===== src/rtl/rtc_bus_responder.sv =====
// rtc_bus_responder: slave end of the multiplexed RTC parallel bus.
// Emulates an external RTC: latches an address, accepts writes, returns read
// data, and keeps a BCD time-of-day (HR:MIN:SEC) running off a clk prescaler.
//
// Optional feature macro: RTC_ALARM_IRQ_EN
//   defined   -> alarm registers, STATUS alarm flag and active-low IRQ
//   undefined -> alarm registers and STATUS read 0x00, irq_n_o tied high
//
// Ports
//   clk        system clock (single domain)
//   rst_n      asynchronous active-low reset
//   cs_n_i     chip select, active low (asynchronous to clk)
//   rd_n_i     read strobe, active low
//   wr_n_i     write strobe, active low
//   ad_i       0 = address phase, 1 = data phase
//   din_i      address or write data from the controller
//   dout_o     read data to the bus
//   dout_en_o  1 = responder drives the bus
//   irq_n_o    alarm interrupt, active low
module rtc_bus_responder #(
  parameter int unsigned TICK_DIV    = 100_000_000,
  parameter int unsigned SYNC_STAGES = 2
) (
  input  logic       clk,
  input  logic       rst_n,
  input  logic       cs_n_i,
  input  logic       rd_n_i,
  input  logic       wr_n_i,
  input  logic       ad_i,
  input  logic [7:0] din_i,
  output logic [7:0] dout_o,
  output logic       dout_en_o,
  output logic       irq_n_o
);

  localparam int unsigned PRE_W = (TICK_DIV > 1) ? $clog2(TICK_DIV) : 1;
  localparam logic [PRE_W-1:0] PRE_LAST = PRE_W'(TICK_DIV - 1);

  localparam logic [7:0] ADDR_SEC    = 8'h00;
  localparam logic [7:0] ADDR_MIN    = 8'h01;
  localparam logic [7:0] ADDR_HR     = 8'h02;
  localparam logic [7:0] ADDR_CTRL   = 8'h06;
  localparam logic [7:0] ADDR_STATUS = 8'h07;
`ifdef RTC_ALARM_IRQ_EN
  localparam logic [7:0] ADDR_ASEC   = 8'h03;
  localparam logic [7:0] ADDR_AMIN   = 8'h04;
  localparam logic [7:0] ADDR_AHR    = 8'h05;
`endif

  typedef enum logic {
    RD_IDLE  = 1'b0,
    RD_DRIVE = 1'b1
  } rd_state_e;

  // BCD increment with wrap after 'last'; out-of-range values wrap to 0x00.
  // Returns {carry, next}.
  function automatic logic [8:0] bcd_inc(input logic [7:0] v, input logic [7:0] last);
    if ((v >= last) || (v[3:0] > 4'd9) || (v[7:4] > 4'd9)) begin
      return {1'b1, 8'h00};
    end else if (v[3:0] == 4'd9) begin
      return {1'b0, v[7:4] + 4'd1, 4'h0};
    end else begin
      return {1'b0, v[7:4], v[3:0] + 4'd1};
    end
  endfunction

  // Bus input synchronisers; reset to the idle (all ones) bus state
  logic [SYNC_STAGES-1:0] cs_sync_q, rd_sync_q, wr_sync_q, ad_sync_q;
  logic                   wr_prev_q;

  always_ff @(posedge clk or negedge rst_n) begin
    if (!rst_n) begin
      cs_sync_q <= '1;
      rd_sync_q <= '1;
      wr_sync_q <= '1;
      ad_sync_q <= '1;
      wr_prev_q <= 1'b1;
    end else begin
      cs_sync_q <= {cs_sync_q[SYNC_STAGES-2:0], cs_n_i};
      rd_sync_q <= {rd_sync_q[SYNC_STAGES-2:0], rd_n_i};
      wr_sync_q <= {wr_sync_q[SYNC_STAGES-2:0], wr_n_i};
      ad_sync_q <= {ad_sync_q[SYNC_STAGES-2:0], ad_i};
      wr_prev_q <= wr_sync_q[SYNC_STAGES-1];
    end
  end

  logic cs_s_c, wr_s_c, ad_s_c;
  logic wr_rise_c, addr_wr_c, data_wr_c;
  logic read_cond_c;

  assign cs_s_c = cs_sync_q[SYNC_STAGES-1];
  assign wr_s_c = wr_sync_q[SYNC_STAGES-1];
  assign ad_s_c = ad_sync_q[SYNC_STAGES-1];

  assign wr_rise_c = ~wr_prev_q & wr_s_c & ~cs_s_c;
  assign addr_wr_c = wr_rise_c & ~ad_s_c;
  assign data_wr_c = wr_rise_c & ad_s_c;

  // Read condition taken one stage early so the registered enable lands
  // SYNC_STAGES cycles after the pins; a concurrent low WR suppresses it.
  assign read_cond_c = ~cs_sync_q[SYNC_STAGES-2] & ~rd_sync_q[SYNC_STAGES-2] &
                       ad_sync_q[SYNC_STAGES-2] & wr_sync_q[SYNC_STAGES-2];

  // Register file state
  logic [7:0]       addr_q, addr_d;
  logic [7:0]       sec_q, sec_d, min_q, min_d, hr_q, hr_d;
  logic             run_q, run_d;
  logic [PRE_W-1:0] pre_q, pre_d;
  logic             tick_c;
  logic [8:0]       sec_inc_c, min_inc_c, hr_inc_c;
`ifdef RTC_ALARM_IRQ_EN
  logic [7:0]       asec_q, asec_d, amin_q, amin_d, ahr_q, ahr_d;
  logic             alarm_q, alarm_d;
  logic             tick_q;
  logic             irq_n_q, irq_n_d;
  logic             match_c;
`endif

  assign tick_c    = run_q && (pre_q == PRE_LAST);
  assign sec_inc_c = bcd_inc(sec_q, 8'h59);
  assign min_inc_c = bcd_inc(min_q, 8'h59);
  assign hr_inc_c  = bcd_inc(hr_q, 8'h23);
`ifdef RTC_ALARM_IRQ_EN
  assign match_c   = (hr_q == ahr_q) && (min_q == amin_q) && (sec_q == asec_q);
`endif

  // Next-state for address latch, time, prescaler, control and alarm
  always_comb begin
    addr_d = addr_q;
    sec_d  = sec_q;
    min_d  = min_q;
    hr_d   = hr_q;
    run_d  = run_q;
    pre_d  = pre_q;
`ifdef RTC_ALARM_IRQ_EN
    asec_d  = asec_q;
    amin_d  = amin_q;
    ahr_d   = ahr_q;
    alarm_d = alarm_q;
`endif

    if (run_q) begin
      pre_d = (pre_q == PRE_LAST) ? '0 : pre_q + PRE_W'(1);
    end

    // Ripple carry through the time registers
    if (tick_c) begin
      sec_d = sec_inc_c[7:0];
      if (sec_inc_c[8]) begin
        min_d = min_inc_c[7:0];
        if (min_inc_c[8]) begin
          hr_d = hr_inc_c[7:0];
        end
      end
    end

    if (addr_wr_c) begin
      addr_d = din_i;
    end

    // Bus write overrides that register's tick increment
    if (data_wr_c) begin
      case (addr_q)
        ADDR_SEC: begin
          sec_d = din_i;
          pre_d = '0;
        end
        ADDR_MIN:  min_d = din_i;
        ADDR_HR:   hr_d  = din_i;
        ADDR_CTRL: run_d = din_i[0];
`ifdef RTC_ALARM_IRQ_EN
        ADDR_ASEC: asec_d = din_i;
        ADDR_AMIN: amin_d = din_i;
        ADDR_AHR:  ahr_d  = din_i;
`endif
        default: ;
      endcase
    end

`ifdef RTC_ALARM_IRQ_EN
    // Clear first so a same-cycle match sets the flag
    if (data_wr_c && (addr_q == ADDR_CTRL) && din_i[1]) begin
      alarm_d = 1'b0;
    end
    if (tick_q && match_c) begin
      alarm_d = 1'b1;
    end
    irq_n_d = ~alarm_d;
`endif
  end

  always_ff @(posedge clk or negedge rst_n) begin
    if (!rst_n) begin
      addr_q <= 8'h00;
      sec_q  <= 8'h00;
      min_q  <= 8'h00;
      hr_q   <= 8'h00;
      run_q  <= 1'b1;
      pre_q  <= '0;
    end else begin
      addr_q <= addr_d;
      sec_q  <= sec_d;
      min_q  <= min_d;
      hr_q   <= hr_d;
      run_q  <= run_d;
      pre_q  <= pre_d;
    end
  end

`ifdef RTC_ALARM_IRQ_EN
  always_ff @(posedge clk or negedge rst_n) begin
    if (!rst_n) begin
      asec_q  <= 8'h00;
      amin_q  <= 8'h00;
      ahr_q   <= 8'h00;
      alarm_q <= 1'b0;
      tick_q  <= 1'b0;
      irq_n_q <= 1'b1;
    end else begin
      asec_q  <= asec_d;
      amin_q  <= amin_d;
      ahr_q   <= ahr_d;
      alarm_q <= alarm_d;
      tick_q  <= tick_c;
      irq_n_q <= irq_n_d;
    end
  end

  assign irq_n_o = irq_n_q;
`else
  assign irq_n_o = 1'b1;
`endif

  // Read data multiplexer
  logic [7:0] rd_data_c;

  always_comb begin
    rd_data_c = 8'h00;
    case (addr_q)
      ADDR_SEC:    rd_data_c = sec_q;
      ADDR_MIN:    rd_data_c = min_q;
      ADDR_HR:     rd_data_c = hr_q;
      ADDR_CTRL:   rd_data_c = {7'b0, run_q};
`ifdef RTC_ALARM_IRQ_EN
      ADDR_ASEC:   rd_data_c = asec_q;
      ADDR_AMIN:   rd_data_c = amin_q;
      ADDR_AHR:    rd_data_c = ahr_q;
      ADDR_STATUS: rd_data_c = {7'b0, alarm_q};
`else
      ADDR_STATUS: rd_data_c = 8'h00;
`endif
      default:     rd_data_c = 8'h00;
    endcase
  end

  // Read drive FSM: capture data on entry, hold it while the read persists
  rd_state_e  rd_state_q, rd_state_d;
  logic [7:0] dout_q, dout_d;
  logic       dout_en_q, dout_en_d;

  always_comb begin
    rd_state_d = rd_state_q;
    dout_d     = dout_q;
    dout_en_d  = 1'b0;
    case (rd_state_q)
      RD_IDLE: begin
        if (read_cond_c) begin
          rd_state_d = RD_DRIVE;
          dout_d     = rd_data_c;
        end
      end
      RD_DRIVE: begin
        if (!read_cond_c) begin
          rd_state_d = RD_IDLE;
        end
      end
      default: rd_state_d = RD_IDLE;
    endcase
    dout_en_d = (rd_state_d == RD_DRIVE);
  end

  always_ff @(posedge clk or negedge rst_n) begin
    if (!rst_n) begin
      rd_state_q <= RD_IDLE;
      dout_q     <= 8'h00;
      dout_en_q  <= 1'b0;
    end else begin
      rd_state_q <= rd_state_d;
      dout_q     <= dout_d;
      dout_en_q  <= dout_en_d;
    end
  end

  assign dout_o    = dout_q;
  assign dout_en_o = dout_en_q;

endmodule


===== config.mk =====
export PLATFORM = sky130hd
export DESIGN_NAME = rtc_bus_responder
export DESIGN_NICKNAME = d
export VERILOG_FILES = /design/src/rtl/rtc_bus_responder.sv
export SDC_FILE = /design/constraint.sdc
export NUM_CORES = 1
export LEC_CHECK = 0
export ABC_CLOCK_PERIOD_IN_PS = 2600
export CAP_MARGIN = 30
export CORE_MARGIN = 5
export CORE_UTILIZATION = 41
export CTS_CLUSTER_DIAMETER = 60
export DETAILED_ROUTE_END_ITERATION = 8
export SLEW_MARGIN = 10
export SYNTH_ARGS = -nofsm -noshare
export SYNTH_HDL_FRONTEND = slang
export SYNTH_SLANG_ARGS = --single-unit

===== constraint.sdc =====
create_clock -name clk -period 2.6 [get_ports clk]
set_clock_uncertainty 0.15 [all_clocks]
set_input_delay 0.65 -clock clk [delete_from_list [all_inputs] [get_ports clk]]
set_output_delay 0.65 -clock clk [all_outputs]
set_load 0.01 [all_outputs]

==> out/qor.yml <==
status: "finished, final reports clean"
max_cap_violations: 0
wl_per_cell_um: 15.5
num_io_pins: 24
r2r-start: "sec_q[1]"
grt_pass1_vias: 3091
synth_most_common_cell: "dfrtp_1"
path_common_cell: "buf_4"
fin_nets: 484
fin_ws_ns: 0.174
place_ws_ns: 0.157
synth_nets: 454
crit_path_top_delay_cell: "dfrtp_2"
portBuffers: 22
dpl_cell_area_sq_um: 4560
grt_first_pass_wirelength_mm: 15.9
cts_sinks: 77
critPathMaxFanout: 10
final-hold-violation-count: 0
layout_min_cycle_time_ns: 2.43
synth_cells: 424
drc: 0
ir_drop_uv: 464
crit_required_ns: 2.67
cp-end-kind: "register"
dr.pass1.iters: 4
fin_util_pct: 48.8
vias: 3081
die_w_um: 110
gr-total-overflow: 0
grt_max_degree: 45
ant_nets: 0
synth-edff-count: 0
synthTopCellsByCount: "dfrtp_1, nand2_1, nor2_1"
area_growth_pct: 15.9
cp_data_arrival_time_ns: 2.49
combPwrFrac_pct: 18.6
die-area_sq_um: 12200
power_density_nw_per_um2: 648
startpoint: "sec_q[1]"
maxSlewViolCount: 0
antenna_found_initial: 0
ys_seq_area_share_pct: 46.9
max_freq_mhz: 412
grtUsageTotal_pct: 15.8
path_buf_inv: 3
cts_tree: "built"
clk_latency_ns: 0.35
gp_congestion: 0.801
relSlewSlack_pct: 52.9
yosysTopAreaCell: "dfrtp_1"
avgSynthCellArea_sq_um: 9.76
worst_hold_path_type: "input port to async pin"
vias_per_cell: 5.20
crit_type: "register to register"
root_buffer: "clkbuf_8"
synth_cell_types: 56
rows: 36
synth-main-ff-cell: "dfrtp_1"
crit_chain: "inv_1, ha_1, and3_1, o31ai_4, a2111oi_4, buf_4, buf_4, a21boi_0, a41oi_1, a21oi_1"
tightest_slew_ns: 0.706
switching_power_uw: 980
p_leak_uw: 0.00211
synth_top_area_share_pct: 41.1
p_sw_share_pct: 31.5
yosys_warnings: 0
p_int_uw: 2130
syn-cell-area_sq_um: 4140
synth.top_cells.by_area: "dfrtp_1, dfstp_2, ha_1"
htreeDepth: 3
drtIter0Drc: 140
setup_violations: 0
cp_top_family: "compound AO/OA/AOI/OAI gates"
cts_inserted_buffers: 9
finalCritPeriodShare_pct: 93.3
slowest_delay_ns: 0.45
async_reset_ff_share_pct: 100
antenna_cells: 0
startpoint_type: "register"
path_clk_slew_ns: 0.08
hold_buffers: 0
final_area_sq_um: 4800
ys_ff_latch: 77
wl_mm: 9.20
die_y_um: 110
clk_path_buf_depth: 2
layout-drive-gt1-share_pct: 14.2
seqPwrFrac_pct: 50.3
clkPwrFrac_pct: 31.1
coreArea_sq_um: 9820
dp_hpwl_mm: 6.59
initial_core_util_pct: 42.1
## placed cells by master (no fill, tap or decap), types with 3 or more instances in the layout
cell / n
a21oi_1: 19
a22o_1: 7
a31oi_1: 5
and2_1: 3
and3_1: 9
and4b_1: 3
buf_4: 15
clkbuf_8: 10
clkdlybuf4s50_1: 21
dfrtp_1: 67
dfstp_2: 9
ha_1: 16
inv_1: 13
mux2_2: 11
mux2i_1: 11
nand2_1: 47
nand3_1: 17
nand4_1: 11
nor2_1: 45
nor2b_1: 4
nor3_1: 10
nor4_1: 5
o21ai_0: 19
o21ai_1: 5
xnor2_1: 8
xor2_1: 19
## layer usage
layer | wire length (um) | track usage [%] | part of all wire [%] | vias to the layer above
li1 | - | - | - | 1545
met1 | 4400 | 21.4 | 48 | 1482
met2 | 4440 | 25.4 | 48 | 48
met3 | 289 | 3.12 | 3.1 | 6
met4 | 74 | 5.01 | 0.80 | 0
met5 | 0 | 0 | 0 | -
## through the flow
step | TNS (ns) | hold WS [ns] | power (uW) | instances
6_report | 0 | 0.0907 | 3110 | 592
5_1_grt | -0.0242 | 0.109 | 3310 | 592
2_1_floorplan | 0 | 0.204 | 1920 | 424
3_3_place_gp | 0 | 0.207 | 2130 | 575
4_1_cts | 0 | 0.0900 | 3140 | 591
3_5_place_dp | 0 | 0.210 | 2150 | 575
## repair_timing
| action | in CTS | in global routing |
|---|---|---|
| endpoints found under the hold margin | 0 | 0 |
| endpoints found under the setup margin | 0 | 11 |
| gates resized for setup | 0 | 5 |
| setup buffers | 0 | 1 |
## flip-flops by register name, summed over array words and instances, names as in the netlist, 2 cells and up
signal / flops
cs_sync_q: 2
hr_q: 8
addr_q: 8
wr_sync_q: 2
sec_q: 8
dout_o: 8
ad_sync_q: 2
pre_q: 27
min_q: 8
## power groups by stage
stage                     clock [uW]  combinational [uW]  sequential (uW)
final                            968                 578             1560
after global routing            1060                 660             1600
after CTS                       1010                 579             1560
after detailed placement           0                 576             1580
after global placement             0                 563             1570
after floorplan                    0                 411             1510
## logic make-up (layout without fill, tap and decap cells)
kind of cell             Yosys count  after routing  share of synthesized area [%]
adder cells (fa/ha/maj)           16             16                           4.84
other                              1              1                         0.0907
buffers and inverters             31             66                           3.12
flip-flops                        77             77                           46.9
XOR/XNOR                          27             27                           5.72
AND/OR/NAND/NOR                  178            178                           22.4
multiplexers                      22             22                           5.66
AO/OA/AOI/OAI                     72             72                           11.3
## layout make-up
type | count | area, sq um
fillers | 952 | 5020
flip-flops and latches | 77 | 1940
repair buffers | 37 | 343
well taps | 133 | 166
multi-input cells | 316 | 2080
clock buffers | 10 | 138
inverters | 13 | 48.8
clock inverters | 6 | 77.6
## final timing paths
check / end / slack [ns] / cells past startpoint
worst max-delay path: hr_q[1] / 0.17 / 10
worst min-delay path: min_q[4] / 0.09 / 1
worst max register to register: hr_q[1] / 0.17 / 10
worst min register to register: ad_sync_q[1] / 0.22 / 0
max in group asynchronous: rd_sync_q[0] / 1.56 / 2
min in group clk: ad_sync_q[1] / 0.22 / 0
Power figures use the tool's default switching activity.
